==> src/rtl/kbd_event_scheduler.sv <==
// Merges PS/2 and injector key events into one FIFO and applies them one at a
// time to a 14x7 active-low key matrix, with a hold gap after each change.
module kbd_event_scheduler #(
  parameter int unsigned      FIFO_DEPTH = 8,
  parameter int unsigned      GAP_W      = 20,
  parameter logic [GAP_W-1:0] GAP_CYCLES = 20'd40000
) (
  input  logic                        clk,
  input  logic                        nreset,
  input  logic                        clear,
  input  logic                        ps2_valid,
  input  logic [6:0]                  ps2_code,
  input  logic                        ps2_release,
  input  logic                        inj_valid,
  input  logic [6:0]                  inj_code,
  input  logic                        inj_release,
  output logic                        inj_ready,
  input  logic [13:0]                 cpu_ka,
  output logic [6:0]                  cpu_kd,
  output logic                        busy,
  output logic [$clog2(FIFO_DEPTH):0] fifo_count,
  output logic                        overflow
);

  localparam int unsigned      AW       = $clog2(FIFO_DEPTH);
  localparam int unsigned      CW       = AW + 1;
  localparam logic [CW-1:0]    DEPTH_C  = CW'(FIFO_DEPTH);
  localparam logic [GAP_W-1:0] GAP_LOAD = GAP_CYCLES - GAP_W'(1);

  typedef enum logic [1:0] {IDLE, APPLY, GAP} state_e;

  state_e           state_q, state_d;
  logic [GAP_W-1:0] gap_q, gap_d;
  logic [7:0]       mem_q [FIFO_DEPTH];
  logic [AW-1:0]    wr_ptr_q, wr_ptr_d, rd_ptr_q, rd_ptr_d;
  logic [CW-1:0]    count_q, count_d;
  logic             overflow_q, overflow_d;
  logic [6:0]       matrix_q [14];
  logic [6:0]       matrix_d [14];
  logic [6:0]       kd_q, kd_d;

  logic       full, empty, pop, ps2_wr, inj_wr, wr_en;
  logic [7:0] wr_data, head;
  logic [3:0] head_row;
  logic [2:0] head_col;

  assign full     = (count_q == DEPTH_C);
  assign empty    = (count_q == '0);
  assign pop      = (state_q == APPLY);
  assign head     = mem_q[rd_ptr_q];
  assign head_row = head[6:3];
  assign head_col = head[2:0];

  // A pop in the same cycle frees a slot, so a PS/2 write to a full FIFO still lands.
  assign ps2_wr    = ps2_valid & ~clear & (~full | pop);
  assign inj_ready = ~full & ~ps2_valid & ~clear;
  assign inj_wr    = inj_valid & inj_ready;
  assign wr_en     = ps2_wr | inj_wr;
  assign wr_data   = ps2_valid ? {ps2_release, ps2_code} : {inj_release, inj_code};

  assign cpu_kd     = kd_q;
  assign busy       = ~empty | (state_q != IDLE);
  assign fifo_count = count_q;
  assign overflow   = overflow_q;

  always_ff @(posedge clk) begin
    if (wr_en) mem_q[wr_ptr_q] <= wr_data;
  end

  always_comb begin
    wr_ptr_d   = wr_ptr_q;
    rd_ptr_d   = rd_ptr_q;
    count_d    = count_q;
    overflow_d = overflow_q;
    if (clear) begin
      wr_ptr_d   = '0;
      rd_ptr_d   = '0;
      count_d    = '0;
      overflow_d = 1'b0;
    end else begin
      if (wr_en) wr_ptr_d = wr_ptr_q + AW'(1);
      if (pop)   rd_ptr_d = rd_ptr_q + AW'(1);
      count_d = count_q + CW'(wr_en) - CW'(pop);
      if (ps2_valid && full && !pop) overflow_d = 1'b1;
    end
  end

  always_comb begin
    state_d  = state_q;
    gap_d    = gap_q;
    matrix_d = matrix_q;
    if (clear) begin
      state_d  = IDLE;
      gap_d    = '0;
      matrix_d = '{default: 7'h7F};
    end else begin
      case (state_q)
        IDLE: if (!empty) state_d = APPLY;
        APPLY: begin
          // Out-of-range codes are consumed without touching the matrix but still get the gap.
          if (head_row <= 4'd13 && head_col <= 3'd6) matrix_d[head_row][head_col] = head[7];
          gap_d   = GAP_LOAD;
          state_d = GAP;
        end
        GAP: begin
          if (gap_q == '0) state_d = IDLE;
          else             gap_d   = gap_q - GAP_W'(1);
        end
        default: state_d = IDLE;
      endcase
    end
  end

  always_comb begin
    kd_d = 7'h7F;
    for (int r = 0; r < 14; r++) begin
      if (!cpu_ka[r]) kd_d = kd_d & matrix_q[r];
    end
  end

  always_ff @(posedge clk or negedge nreset) begin
    if (!nreset) begin
      state_q    <= IDLE;
      gap_q      <= '0;
      wr_ptr_q   <= '0;
      rd_ptr_q   <= '0;
      count_q    <= '0;
      overflow_q <= 1'b0;
      matrix_q   <= '{default: 7'h7F};
      kd_q       <= 7'h7F;
    end else begin
      state_q    <= state_d;
      gap_q      <= gap_d;
      wr_ptr_q   <= wr_ptr_d;
      rd_ptr_q   <= rd_ptr_d;
      count_q    <= count_d;
      overflow_q <= overflow_d;
      matrix_q   <= matrix_d;
      kd_q       <= kd_d;
    end
  end

endmodule
==> config.mk <==
export PLATFORM = sky130hd
export DESIGN_NAME = kbd_event_scheduler
export DESIGN_NICKNAME = d
export VERILOG_FILES = /design/src/rtl/kbd_event_scheduler.sv
export SDC_FILE = /design/constraint.sdc
export NUM_CORES = 1
export LEC_CHECK = 0
export CORE_ASPECT_RATIO = 0.6
export CORE_UTILIZATION = 59
export CTS_BUF_LIST = sky130_fd_sc_hd__clkbuf_8
export DETAILED_ROUTE_END_ITERATION = 10
export PLACE_DENSITY = 0.89
export SYNTH_ARGS = -nofsm -noshare
export SYNTH_HDL_FRONTEND = slang
export SYNTH_SLANG_ARGS = --single-unit
==> constraint.sdc <==
create_clock -name clk -period 5.58 [get_ports clk]
set_input_delay 0.558 -clock clk [delete_from_list [all_inputs] [get_ports clk]]
set_output_delay 0.558 -clock clk [all_outputs]
set_load 0.01 [all_outputs]
==> summary.txt <==
Clocking
  – H-tree depth: 1
  – Clk slew on worst S/H paths: 0.07 ns
  – Post-CTS resize count: 0
  – CTS tree: yes
  – Worst skew pair latency: 0.57 ns
  – Hold-fix buffers at CTS: 0
  – Bufs on Longest Clock Path: 3
  – Post-CTS setup repair buffer count: 0
  – CTS sink count: 202
  – CTS buffer count: 29
  – Root Driver: clkbuf_8

STA
  – Period utilisation layout: 71.5%
  – Min cycle time layout: 3.99 ns
  – RSZ-0062 raised after global routing: no
  – Relative slew slack: 7.24%
  – Final Hold Violating Endpoints: 0
  – F_max: 251 MHz
  – Slew Viols, Final: 0
  – Worst-Margin Slew: 1.39 ns
  – Clock skew: 0.0296 ns
  – Final setup TNS: 0 ns
  – # setup viols final: 0

Yosys
  – Gate count after technology mapping: 844
  – Synth top area share: 26.8%
  – Yosys cell types: 58
  – Syn_nets: 889
  – Post-synth EDFFs: 64
  – Dominant cell type by area after synthesis: dfstp_2
  – Area contributors post-synth: dfstp_2 27%, edfxtp_1 19%, dfrtp_1 8.0%, mux2i_1 6.9%, nor2_1 4.1%
  – Mapped cell area: 0.0103 mm²
  – Post-synthesis sequential area ratio: 53.6%
  – Mapped Avg Cell Area: 12.2 µm²
  – Ys flop type: dfstp_2
  – Async set-reset flop share out of synthesis: 68.3%
  – Register bit total from synthesis: 202
  – Synth warnings: 0

Power and ir drop
  – Clock network power share: 26.4%
  – Combinational Power Share: 32.9%
  – Sequential share of power: 40.6%
  – Maximum VDD drop: 204 µV
  – Leakage: 4.01 nW
  – P_int: 2.64 mW
  – Sw Share: 38.9%
  – Net Sw Power: 1.68 mW
  – Power per Cell Area: 384 mW/mm²

Die
  – Initial Utilization: 61.8%
  – Die height: 104 µm
  – Die area: 0.0180 mm²
  – Site row count: 36
  – Die width: 172 µm
  – Io pins: 49
  – Core area: 0.0166 mm²

Layout
  – Nets: 907
  – Fillers: 1161
  – Proportion of layout cells with a drive suffix above 1: 23.1%
  – Layout area overhead: 9.59%
  – Final Non-Filler Cells: 1111
  – Sequential cell area: 0.00551 mm²
  – Footprint of the multi-input gates: 0.00434 mm²
  – Final Cell Area: 0.0113 mm²
  – Antenna Cells: 0

GRT
  – GR peak layer: met1
  – Aggregate global routing overflow: 0
  – First-pass GRT wire length: 40600 µm
  – GRT Total Usage: 29.1%
  – Vias in the first global route: 7498
  – Met1 Use GR: 43.6%
  – Initial antenna violation count: 0
  – Met2 Use GR: 40.7%
  – Met3 Use GR: 8.79%
  – Largest net degree at the start of global routing: 102

Critical path
  – CP Launch Type: flop
  – CP Max Fanout: 20
  – CP Data Arrival Time: 4.46 ns
  – Setup CP Type: flop to flop
  – Type of destination of the critical path: flop
  – Worst Path Required: 6.05 ns
  – Crit-path max cell delay: 1.15 ns
  – Crit-path cells: mux4_1 -> mux2i_1 -> nor2b_1 -> a311oi_1 -> a41oi_1
  – Slowest CP cell: nor2b_1

Min path
  – Hold WC Path Type: input port to async pin

Detailed routing
  – Pre-antenna DRT Iters: 6
  – Via/cell ratio: 6.90
  – Avg WL per Cell: 22.5 µm
  – Post-route ant nets: 0
  – Via Count: 7665
  – Residual DRC: 0
  – Total routed wirelength: 25000 µm
  – Initial detailed-routing violation count: 870

Placed design
  – Cell area after placement: 0.0107 mm²
  – Placed Instances: 1059
  – Port bufs: 48
  – Post-detail-place hpwl: 15700 µm
  – RD Place Congestion: 0.833

Flow run
  – Max Cap Viol: 0

Status
  – Outcome: finished, final reports clean
[critical path, delay by kind of cell (launching register included)]
kind             cells  cell delay (ns)
AO/OA/AOI/OAI        2             0.54
AND/OR/NAND/NOR      1             1.15
multiplexers         2             1.15
flip-flops           1             1.05
[metrics by stage]
step	power, mW	setup WS, ns	hold slack, ns	util, %
finish	4.32	1.59	0.00508	67.8
global route	4.52	1.37	0.0517	67.8
CTS	4.30	1.67	0.0221	67.8
detailed placement	3.16	1.74	0.502	64.4
global placement	3.12	1.95	0.497	64.4
floorplan	2.83	2.87	0.262	-
[metal layers]
layer	up-vias	share of wire (%)
met5	-	0
met4	0	2.2
met3	62	11
met2	418	43
met1	3818	44
li1	3367	-
[power groups by stage]
stage	Combinational [mW]	Sequential, mW	Clock (mW)
final	1.42	1.76	1.14
after global routing	1.54	1.77	1.21
after CTS	1.39	1.76	1.15
after detailed placement	1.38	1.78	0
after global placement	1.35	1.77	0
after floorplan	1.11	1.72	0
[Yosys cell counts (all sizes together), types with 4 or more instances]
library cell and number:
nor2 111, dfstp 105, mux2i 75, edfxtp 64, o22ai 49, nand4 44, nor4 44, clkbuf 40
dfrtp 33, buf 27, nand2 26, a311oi 20, a41oi 20, o41ai 18, o32ai 15, mux4 14
mux2 13, a21oi 12, ha 9, inv 9, a211oi 8, nor3 8, xnor2 8, a31oi 7
nand2b 7, nor2b 7, or4 6, o31ai 5, or2 5, a2111oi 4, nand3 4, o21ai 4
or3 4
[cells by family after synthesis]
logic type / Yosys count / share of synthesized area (%)
compound gates: 166 / 12.1
xor+xnor: 10 / 0.852
fa+ha+maj: 10 / 1.29
buf+inv: 77 / 4.31
flops: 202 / 53.6
mux: 102 / 12.8
simple gates: 277 / 15.1
[registers in the layout, indices dropped and copies added (netlist names)]
register	count
cpu_kd	7
fifo_count	4
gap_q	20
matrix_q	98
mem_q	64
overflow	1
rd_ptr_q	3
state_q	2
wr_ptr_q	3
[layout by cell type, fill, tap and decap left out, types with 7 or more instances in the layout]
master and count:
nor2_1 111, dfstp_2 105, mux2i_1 71, edfxtp_1 64
o22ai_1 49, clkdlybuf4s50_1 46, nand4_1 43, clkbuf_8 36
nor4_1 33, dfrtp_1 33, inv_1 21, nand2_1 20
a311oi_1 20, a41oi_1 20, o41ai_1 18, o32ai_1 15
a21oi_1 12, mux2_2 9, mux4_1 9, ha_1 9
nor3_1 8, xnor2_1 8, buf_4 8, nand2b_1 7
nor2b_1 7, a211oi_1 7
[final timing paths]
path | start | to | slack [ns] | cells after the start
min in group clk | clear | rd_ptr_q[0] | 0.38 | 2
worst max-delay path | rd_ptr_q[0] | matrix_q[25] | 1.59 | 5
max in group asynchronous | nreset | matrix_q[44] | 4.37 | 2
worst min register to register | matrix_q[40] | matrix_q[40] | 0.51 | 2
worst min-delay path | nreset | fifo_count[1] | 0.005 | 1
worst max register to register | rd_ptr_q[0] | matrix_q[25] | 1.59 | 5
[layout make-up]
class / instances / area share, %
Sequential cell: 202 / 48.9
Clock inverter: 16 / 0.600
Tap cell: 228 / 2.53
Inverter: 9 / 0.300
Timing Repair Buffer: 55 / 4.72
Multi-Input combinational cell: 565 / 38.6
Clock buffer: 36 / 4.40
No activity file was read; power rests on OpenSTA's default activity.
